File: src/rtl/pipe_ctrl.sv
// pipe_ctrl: stall/flush controller for the 5-stage LC-3b pipeline.
//
// Decides, every cycle, whether the PC and each pipeline register loads and
// whether IF/ID, ID/EX and EX/MEM capture a NOP control word instead of their
// input. Arbitrates memory-wait freezes, load-use bubbles and taken-branch
// squashes. Also keeps saturating stall/flush counters and a sticky watchdog
// that locks the pipe if memory never answers.
//
// Ports:
//   clk, reset_n                  clock (rising edge), async active-low reset
//   imem_read, imem_resp          IF fetch request / instruction memory response
//   dmem_req, dmem_resp           MEM load/store pending / data memory response
//   id_src1, id_src2              ID source register numbers
//   id_use_src1, id_use_src2      ID source actually read
//   ex_dest, ex_is_load           EX destination register / EX holds a load
//   br_taken                      MEM resolved a taken control transfer
//   pc_ld .. mem_wb_ld            load enables for PC and pipeline registers
//   if_id_flush .. ex_mem_flush   insert NOP control word
//   mem_timeout                   sticky watchdog flag
//   stall_cnt, flush_cnt          saturating performance counters
module pipe_ctrl #(
  parameter int unsigned CNT_WIDTH = 16,
  parameter int unsigned TIMEOUT   = 255
) (
  input  logic                 clk,
  input  logic                 reset_n,
  input  logic                 imem_read,
  input  logic                 imem_resp,
  input  logic                 dmem_req,
  input  logic                 dmem_resp,
  input  logic [2:0]           id_src1,
  input  logic [2:0]           id_src2,
  input  logic                 id_use_src1,
  input  logic                 id_use_src2,
  input  logic [2:0]           ex_dest,
  input  logic                 ex_is_load,
  input  logic                 br_taken,
  output logic                 pc_ld,
  output logic                 if_id_ld,
  output logic                 id_ex_ld,
  output logic                 ex_mem_ld,
  output logic                 mem_wb_ld,
  output logic                 if_id_flush,
  output logic                 id_ex_flush,
  output logic                 ex_mem_flush,
  output logic                 mem_timeout,
  output logic [CNT_WIDTH-1:0] stall_cnt,
  output logic [CNT_WIDTH-1:0] flush_cnt
);

  localparam int unsigned WaitW = (TIMEOUT < 1) ? 1 : $clog2(TIMEOUT + 1);
  localparam logic [WaitW-1:0] TimeoutVal = WaitW'(TIMEOUT);

  typedef enum logic [1:0] {StRun, StWait, StHung} state_e;

  state_e               state_q, state_d;
  logic [WaitW-1:0]     wait_ctr_q, wait_ctr_d;
  logic [CNT_WIDTH-1:0] stall_cnt_q, flush_cnt_q;
  logic                 mem_timeout_q, mem_timeout_d;

  logic mem_ready, lu_haz, active;
  logic do_stall, do_flush;

  assign mem_ready = (!imem_read || imem_resp) && (!dmem_req || dmem_resp);

  // R0 is architectural, so a match on register 0 is a genuine hazard.
  assign lu_haz = ex_is_load && ((id_use_src1 && (id_src1 == ex_dest)) ||
                                 (id_use_src2 && (id_src2 == ex_dest)));

  assign active = (state_q != StHung);

  // A taken branch squashes the ID instruction, so it overrides the bubble.
  assign do_flush = active && mem_ready && br_taken;
  assign do_stall = active && (!mem_ready || lu_haz) && !do_flush;

  // Output decode; everything is held off during reset and once hung.
  always_comb begin
    pc_ld        = 1'b0;
    if_id_ld     = 1'b0;
    id_ex_ld     = 1'b0;
    ex_mem_ld    = 1'b0;
    mem_wb_ld    = 1'b0;
    if_id_flush  = 1'b0;
    id_ex_flush  = 1'b0;
    ex_mem_flush = 1'b0;
    if (reset_n && active && mem_ready) begin
      if (br_taken) begin
        pc_ld        = 1'b1;
        if_id_ld     = 1'b1;
        id_ex_ld     = 1'b1;
        ex_mem_ld    = 1'b1;
        mem_wb_ld    = 1'b1;
        if_id_flush  = 1'b1;
        id_ex_flush  = 1'b1;
        ex_mem_flush = 1'b1;
      end else if (lu_haz) begin
        id_ex_ld    = 1'b1;
        id_ex_flush = 1'b1;
        ex_mem_ld   = 1'b1;
        mem_wb_ld   = 1'b1;
      end else begin
        pc_ld     = 1'b1;
        if_id_ld  = 1'b1;
        id_ex_ld  = 1'b1;
        ex_mem_ld = 1'b1;
        mem_wb_ld = 1'b1;
      end
    end
  end

  // Next-state and watchdog.
  always_comb begin
    state_d       = state_q;
    wait_ctr_d    = wait_ctr_q;
    mem_timeout_d = mem_timeout_q;
    unique case (state_q)
      StRun: begin
        wait_ctr_d = '0;
        if (!mem_ready) state_d = StWait;
      end
      StWait: begin
        if (mem_ready) begin
          state_d    = StRun;
          wait_ctr_d = '0;
        end else if (wait_ctr_q == TimeoutVal) begin
          state_d       = StHung;
          mem_timeout_d = 1'b1;
        end else begin
          wait_ctr_d = wait_ctr_q + WaitW'(1);
        end
      end
      StHung: begin
        state_d       = StHung;
        mem_timeout_d = 1'b1;
      end
      default: begin
        state_d    = StRun;
        wait_ctr_d = '0;
      end
    endcase
  end

  always_ff @(posedge clk or negedge reset_n) begin
    if (!reset_n) begin
      state_q       <= StRun;
      wait_ctr_q    <= '0;
      mem_timeout_q <= 1'b0;
      stall_cnt_q   <= '0;
      flush_cnt_q   <= '0;
    end else begin
      state_q       <= state_d;
      wait_ctr_q    <= wait_ctr_d;
      mem_timeout_q <= mem_timeout_d;
      if (do_stall && (stall_cnt_q != '1)) stall_cnt_q <= stall_cnt_q + CNT_WIDTH'(1);
      if (do_flush && (flush_cnt_q != '1)) flush_cnt_q <= flush_cnt_q + CNT_WIDTH'(1);
    end
  end

  assign mem_timeout = mem_timeout_q;
  assign stall_cnt   = stall_cnt_q;
  assign flush_cnt   = flush_cnt_q;

endmodule

File: config.mk
export PLATFORM = sky130hd
export DESIGN_NAME = pipe_ctrl
export DESIGN_NICKNAME = d
export VERILOG_FILES = /design/src/rtl/pipe_ctrl.sv
export SDC_FILE = /design/constraint.sdc
export NUM_CORES = 1
export LEC_CHECK = 0
export ABC_AREA = 1
export CORE_ASPECT_RATIO = 0.75
export CORE_MARGIN = 2
export CORE_UTILIZATION = 40
export CTS_CLUSTER_SIZE = 10
export DETAILED_ROUTE_END_ITERATION = 16
export GPL_ROUTABILITY_DRIVEN = 0
export PLACE_DENSITY = 0.66
export REMOVE_ABC_BUFFERS = 1
export SLEW_MARGIN = 15
export SYNTH_ARGS = -nofsm -noshare
export SYNTH_HDL_FRONTEND = slang
export SYNTH_SLANG_ARGS = --single-unit
export TNS_END_PERCENT = 100
File: constraint.sdc
create_clock -name clk -period 2.1 [get_ports clk]
set_clock_uncertainty 0.2 [all_clocks]
set_input_delay 0.315 -clock clk [delete_from_list [all_inputs] [get_ports clk]]
set_output_delay 0.315 -clock clk [all_outputs]
set_load 0.02 [all_outputs]
---- After elaboration in Yosys (flattened, before gate mapping) ----
Cells that the tools add are included.
word-level totals
  register bits ........................... 43
  output and inout port bits .............. 41
  logic and storage cells ................. 66
cells by class
  $add $sub $neg .......................... 3
  equality and inequality tests ........... 13
  multiplexer cells ....................... 19
  bitwise operators ....................... 1
  reduce and logical (&&, ||, !) cells .... 25
operators with widths
  kind                                           number
  adder 16 x 1 -> 16 bit, second input constant  2
  inequality test 16 bit, second input constant  2
  two-way mux 8 bit                              2
  case mux 8 bit (2 select lines)                1
  logical AND 1 bit                              12
  two-way mux 1 bit                              11
  adder 8 x 1 -> 8 bit, second input constant    1
  == test 8 bit, second input constant           1
  inequality test 2 bit, second input constant   4
  == test 3 bit                                  2
  two-way mux 2 bit                              3
  inequality test 3 bit, second input constant   2
  case mux 2 bit (3 select lines)                1
  zero test 1 bit                                4
  logical OR 1 bit                               4
  AND reduction 2 bit                            2
  AND reduction 3 bit                            1
  == test 2 x 1 -> 1 bit, second input constant  1
  == test 2 bit, second input constant           1
  zero test 2 bit                                1
  case mux 1 bit (2 select lines)                1
  nonzero test 2 bit                             1
  NOT 1 bit                                      1

---- Depth between registers and ports, before layout ----
Gate-level depths: netlist of the first run.
  word-level depth ........................ 8
  gate-level depth with buffers ........... 12

---- Worst setup path before layout of the first run ----
OpenSTA, ideal clock, no wires.
  kind .................................... register -> output
  start point ............................. reg state_q[1]
  end point ............................... out if_id_flush
  arrival ................................. 1884 ps
  data required time ...................... 1585 ps
  slack ................................... -299 ps
  cell stages (with the launch flop) ...... 7
  path buffers ............................ 1
  cell sequence ........................... dfrtp_1 > inv_1 > nor2_1 > nor3_1 > inv_1 > nor2_1 > buf_4
on the way
  cells in the longest elaborated chain, start to end .. 4
ends and longest elaborated chain
  what                            line  text
  start, declared                 56    state_e state_q, state_d;
  start signal, assigned          145   state_q <= StRun;
  start signal, assigned          151   state_q <= state_d;
  inequality test 2 bit           70    assign active = (state_q != StHung);
  logical AND 1 bit (2 in a row)  86    if (reset_n && active && mem_ready) begin
  two-way mux 1 bit               --
  end, declared                   43    output logic if_id_flush,
Every way passes these cells.

---- Worst setup path after layout of the first run ----
  start point ............................. in id_src2[2]
  end point ............................... out if_id_ld
on the way
  cells in the longest elaborated chain, start to end .. 7
ends and longest elaborated chain
  what               line  text
  start, declared    32    input logic [2:0] id_src2,
  == test 3 bit      68    (id_use_src2 && (id_src2 == ex_dest)));
  logical AND 1 bit  68
  logical OR 1 bit   67    assign lu_haz = ex_is_load && ((id_use_src1 && (id_src1 == ex_dest)) ||
  logical AND 1 bit  67
  two-way mux 1 bit  96    end else if (lu_haz) begin
  two-way mux 1 bit  87    if (br_taken) begin
  two-way mux 1 bit  86
  end, declared      39    output logic if_id_ld,
Every way passes these cells.

==> metrics.csv, run 1 <==
metric,value,unit
status,"complete, no violations",
firstDrtPassIters,4,
fin_crit,2050,ps
fin_crit_sh,0.976,
clk_pin_slew,80,ps
p_total,2480,uW
cts_root_buffer,clkbuf_8,
post-synth-top-area-cell,dfrtp_1,
synth_seq_area_share,0.397,
rows,25,
crit_type,in2out,
power_frac_comb,0.341,
route.detailed.drc,0,
cts_tree,done,
syn_avg_cell_area,7.39,sq um
required,1580,ps
dieArea,7460,sq um
synth.most_common_cell,nand2_1,
ir_drop,0.622,mV
reg2reg_slack,210,ps
clk_latency,300,ps
max_freq,0.488,GHz
synth_edf_count,0,
syn2layout_area_growth,30.5,%
wirelength,6140,um
clk_path_buf_depth,2,
power.switching,908,uW
overflow,0,
vias,2472,
cts.htree.levels,2,
hold_path.class,reg2reg,
crit_path_end_kind,output port,
hpwl,4570,um
rsz0062_at_grt,true,
powerDensity,700,nW/um^2
grt_start_max_net_pins,44,
finalSetupTns,0,ps
cts_sinks,43,
synth_cell_types,31,
numCtsBuffers,5,
arrival,1530,ps
ant_nets,0,
ys.flop_type,dfrtp_1,
maxSlewViolCount,0,
syn-cell-area,2710,sq um
async_reset_ff_frac,1.00,
finalSetupViolations,0,
grt_pass1_wl,10800,um
initial_core_util,0.421,
pwr-share-seq,0.448,
die_y,75.3,um
drt_iter0_drc,125,
synthTopCellsByArea,"dfrtp_1, nand2_1, inv_1, xor2_1, nand4_1",
clockPowerShare,0.211,
cts_setup_buffers,0,
grt_antenna_before_repair,0,
drive_gt1_frac,0.133,
p_leak,0.00171,uW
drv_cap,0,
worst_pin_slew,550,ps
grtUsageTotal,0.179,
antenna_cells,0,
die_w,99.1,um
core_area,6440,sq um
ys_ff_latch,43,
crit_path_max_fanout,2,
final_net_count,464,
hold_viol_final,0,
switching_share,0.366,
grt_pass1_vias,2428,
synthCells,367,
io_buffers,59,
netlist_top_cells_count,"nand2_1, inv_1, dfrtp_1",
p_int,1570,uW
wl_per_cell,11.7,um
cp-start-kind,primary input,
vias_per_cell,4.72,
yosys_warnings,0,
ios,60,
synth.top_cell.area_share,0.397,
max_slew_margin,0.633,
-- cell families after synthesis --
logic type / after synthesis / share of synthesized area
buf+inv: 68 / 0.110
simple gates: 211 / 0.362
fa+ha+maj: 3 / 0.0138
xor+xnor: 25 / 0.0807
compound gates: 17 / 0.0364
flops: 43 / 0.397
-- what timing repair did --
| item | 4_1_cts | 5_1_grt |
|---|---|---|
| hold endpoints to repair | 43 | 0 |
| gates resized for setup | 25 | 16 |
| pin swaps | 0 | 6 |
| hold buffers | 1 | 0 |
| setup endpoints to repair | 8 | 17 |
-- layer usage --
metal / part of all wire / vias up / global-route usage
met5: 0 / - / 0
met2: 0.44 / 45 / 0.291
met1: 0.51 / 1124 / 0.247
met3: 0.041 / 2 / 0.0339
met4: 0.0065 / 0 / 0.0609
li1: - / 1301 / -
-- placed cells by master (no fill, tap or decap), drive strengths merged --
master and instances:
nand2 112, inv 57, clkdlybuf4s50 46, dfrtp 43, nor2 40, buf 25
nand3 22, nand4 21, xor2 20, nor3 10, o21ai 9, clkbuf 9
xnor2 5, a21oi 4, ha 3, dlymetal6s2s 3, o22ai 3, nor4 3
nand3b 2, a22o 1, or2 1, clkinv 1, clkinvlp 1, dlygate4sd3 1
dlygate4sd2 1
-- layout make-up --
cell class | count | area, sq um
tap | 81 | 101
fill | 594 | 2900
timing repair buffer | 79 | 718
multi-input combinational | 256 | 1350
inverter | 57 | 214
clock inverter | 2 | 12.5
sequential | 43 | 1080
clock buffer | 6 | 72.6
-- worst max-delay path, stage by stage --
cell and delay (ps):
clkdlybuf4s50_1 480, inv_1 40, nand2_1 50, nand2_1 50
nor2_1 100, nand2_1 70, nand2_2 80, nand3_2 70
nand2_1 70, inv_1 50, buf_2 160
-- power groups by stage --
stage          Sequential, uW  Combinational (uW)  Clock [uW]
2_1_floorplan            1230                 340           0
3_3_place_gp             1130                 840           0
3_5_place_dp             1130                 855           0
4_1_cts                  1110                 848         545
5_1_grt                  1140                 941         585
6_report                 1110                 845         522
-- through the flow --
step	utilization	hold WS (ps)	area, sq um	worst slack, ps	std cells
after floorplan	-	-181	2630	-1040	356
after global placement	0.537	259	3460	-412	515
after detailed placement	0.537	246	3460	-466	515
after CTS	0.547	285	3520	-16.0	524
after global routing	0.549	306	3540	-83.9	524
final	0.549	283	3540	50.7	524
-- sequential cells by signal (all words and copies together), names as in the netlist --
register     count
wait_ctr_q       8
flush_cnt       16
mem_timeout      1
state_q          2
stall_cnt       16
-- worst paths after layout --
kind                       cells past startpoint                        end                     start
hold / removal                                 1    mem_timeout$_DFFE_PN0P_   mem_timeout$_DFFE_PN0P_
min in group asynchronous                      3  flush_cnt[10]$_DFFE_PN0P_                   reset_n
max in group asynchronous                      3  wait_ctr_q[1]$_DFFE_PN0P_                   reset_n
setup reg to reg                               9   flush_cnt[8]$_DFFE_PN0P_  flush_cnt[0]$_DFFE_PN0P_
hold reg to reg                                1    mem_timeout$_DFFE_PN0P_   mem_timeout$_DFFE_PN0P_
setup / recovery                              11                   if_id_ld                id_src2[2]
(Power assumes the default switching activity.)
==> run 2: changes to the inputs <==
--- a/config.mk
+++ b/config.mk
@@ -6,13 +6,15 @@
 export NUM_CORES = 1
 export LEC_CHECK = 0
 export ABC_AREA = 1
+export CELL_PAD_IN_SITES_DETAIL_PLACEMENT = 1
+export CELL_PAD_IN_SITES_GLOBAL_PLACEMENT = 1
 export CORE_ASPECT_RATIO = 0.75
 export CORE_MARGIN = 2
-export CORE_UTILIZATION = 40
-export CTS_CLUSTER_SIZE = 10
+export CORE_UTILIZATION = 36
 export DETAILED_ROUTE_END_ITERATION = 16
 export GPL_ROUTABILITY_DRIVEN = 0
-export PLACE_DENSITY = 0.66
+export HOLD_SLACK_MARGIN = 0.06
+export PLACE_DENSITY_LB_ADDON = 0.1
 export REMOVE_ABC_BUFFERS = 1
 export SLEW_MARGIN = 15
 export SYNTH_ARGS = -nofsm -noshare
==> metrics.csv, run 2 (synthesis results as in run 1) <==
metric,value,unit,change
powerDensity,703,nW/um^2,+0.46%
crit_type,in2out,,
cpMaxStageDelayCell,clkdlybuf4s50_1,,
overflow,0,,unchanged
hpwl,5730,um,+25%
timing.hold.ws,278,ps,-5.70 ps
crit_path_max_fanout,2,,unchanged
syn2layout_area_growth,35.1,%,
fin_crit,2050,ps,-1.92 ps
max_slew_margin,0.614,,-0.0195
finalSetupViolations,0,,unchanged
regArea,1080,sq um,unchanged
die_y,79.2,um,+5.1%
grt_start_max_net_pins,44,,unchanged
final_net_count,468,,+0.86%
cts_sinks,43,,unchanged
numCtsBuffers,5,,unchanged
cpMostUsedCell,buf_4,,
grt_pass1_vias,2556,,+5.3%
initial_core_util,0.370,,-0.0509
fin_crit_sh,0.975,,about the same
vias,2611,,+5.6%
drt_iter0_drc,47,,-62%
crit_buf_inv,4,,unchanged
layout_commonest_cell,nand2_1,,
max_freq,0.488,GHz,about the same
vias_per_cell,4.76,,+1.0%
grtUsageTotal,0.186,,+0.00644
drive_gt1_frac,0.152,,+0.0189
arrival,1530,ps,about the same
ir_drop,0.334,mV,-46%
maxSlewViolCount,0,,unchanged
p_leak,0.00177,uW,+3.2%
firstDrtPassIters,4,,unchanged
cts.htree.levels,2,,unchanged
clk_latency,300,ps,about the same
worst_pin_slew,580,ps,+29.3 ps
die_w,104,um,+5.2%
clk_pin_slew,80,ps,about the same
drv_cap,0,,unchanged
ios,60,,unchanged
cp-start-kind,primary input,,
fillCellCount,948,,+60%
status,"complete, no violations",,
antenna_cells,0,,unchanged
grt_pass1_wl,12500,um,+16%
cts_root_buffer,clkbuf_8,,
critPathMaxStageDelay,470,ps,about the same
fin_util,0.500,,-0.0492
dieArea,8250,sq um,+11%
hold_path.class,reg2reg,,
grt_antenna_before_repair,0,,unchanged
cts_tree,done,,
wirelength,7390,um,+20%
route.detailed.drc,0,,unchanged
ant_nets,0,,unchanged
required,1580,ps,about the same
final_cell_mix,"nand2_1, inv_1, dfrtp_1, clkdlybuf4s50_1, nor2_1",,
multiInputGateArea,1370,sq um,+1.9%
wl_per_cell,13.5,um,+15%
crit_path_end_kind,output port,,
rows,27,,+8.0%
p_total,2580,uW,+4.0%
clk_path_buf_depth,2,,unchanged
rsz0062_at_grt,true,,
io_buffers,59,,unchanged
path_cells,clkdlybuf4s50_1 > o22ai_2 > nor3_2 > buf_4 > inv_1 > a21oi_2 > buf_4,,
core_area,7330,sq um,+14%
crit_family,buffers and inverters,,
hold_viol_final,0,,unchanged
-- run 2: changes by cell type in the layout (fill, tap and decap cells not counted), moves of 3 or more --
cell,delta
nand2_1,-3
clkdlybuf4s50_1,-3
clkbuf_2,-3
nand2_2,+3
dlygate4sd2_1,+4
-- run 2: worst reg2reg max path, cell delays in order, from the launching register on --
cell and delay, ps:
dfrtp_1 360, ha_1 200, nand3_1 140, nor2_1 250, nand3_1 130, nand2_2 160, inv_2 100, buf_4 160
nand2_1 50, o21ai_1 50
-- run 2: where the power goes --
part           leakage (uW)  switching [uW]  internal (uW)
Sequential         0.000567             140            953
Clock             0.0000412             298            233
Combinational       0.00116             525            429
Total               0.00177             964           1620
-- run 2: metal layers --
metal | vias up | track usage | part of all wire
met5 | - | 0 | 0
met4 | 0 | 0.0365 | 0.0050
li1 | 1309 | - | -
met2 | 33 | 0.293 | 0.44
met1 | 1265 | 0.271 | 0.53
met3 | 4 | 0.0287 | 0.024
-- run 2: area by class of cell --
type | count | share of cell area
clock buffers | 6 | 0.0198
flip-flops and latches | 43 | 0.294
multi-input cells | 256 | 0.374
inverters | 57 | 0.0584
repair buffers | 83 | 0.217
well taps | 101 | 0.0345
clock inverters | 2 | 0.00341
-- run 2: metrics by stage --
stage	instance area, sq um	TNS, ps	setup WS, ps	std cells
final	3670	0	52.6	548
after global routing	3670	-71.0	-24.4	548
after CTS	3620	0	13.3	548
after detailed placement	3530	-6170	-482	538
after global placement	3530	-4410	-413	538
after floorplan	2630	-5250	-1040	356
-- run 2: path summary, 6_finish.rpt --
check / from / end / slack [ps] / depth (start not counted)
min in group asynchronous: reset_n / flush_cnt[9]$_DFFE_PN0P_ / 510 / 3
worst min-delay path: mem_timeout$_DFFE_PN0P_ / mem_timeout$_DFFE_PN0P_ / 280 / 1
worst min register to register: mem_timeout$_DFFE_PN0P_ / mem_timeout$_DFFE_PN0P_ / 280 / 1
worst max register to register: flush_cnt[1]$_DFFE_PN0P_ / flush_cnt[14]$_DFFE_PN0P_ / 190 / 9
worst max-delay path: imem_resp / id_ex_flush / 50 / 7
max in group asynchronous: reset_n / state_q[0]$_DFFE_PN0P_ / 760 / 3
-- run 2: what timing repair did --
| action | in CTS | in global routing |
|---|---|---|
| pin swaps | 1 | 7 |
| endpoints found under the setup margin | 8 | 10 |
| resized for setup | 31 | 18 |
| hold endpoints to repair | 43 | 0 |
| buffers inserted | 1 | 0 |
| hold buffers | 1 | 0 |
==> run 3: changes to the inputs <==
--- a/config.mk
+++ b/config.mk
@@ -13,7 +13,7 @@
 export CORE_UTILIZATION = 36
 export DETAILED_ROUTE_END_ITERATION = 16
 export GPL_ROUTABILITY_DRIVEN = 0
-export HOLD_SLACK_MARGIN = 0.06
+export HOLD_SLACK_MARGIN = 0.05
 export PLACE_DENSITY_LB_ADDON = 0.1
 export REMOVE_ABC_BUFFERS = 1
 export SLEW_MARGIN = 15
==> results of run 3 <==
The final DEF is identical to that of run 2; final timing and power are the same.
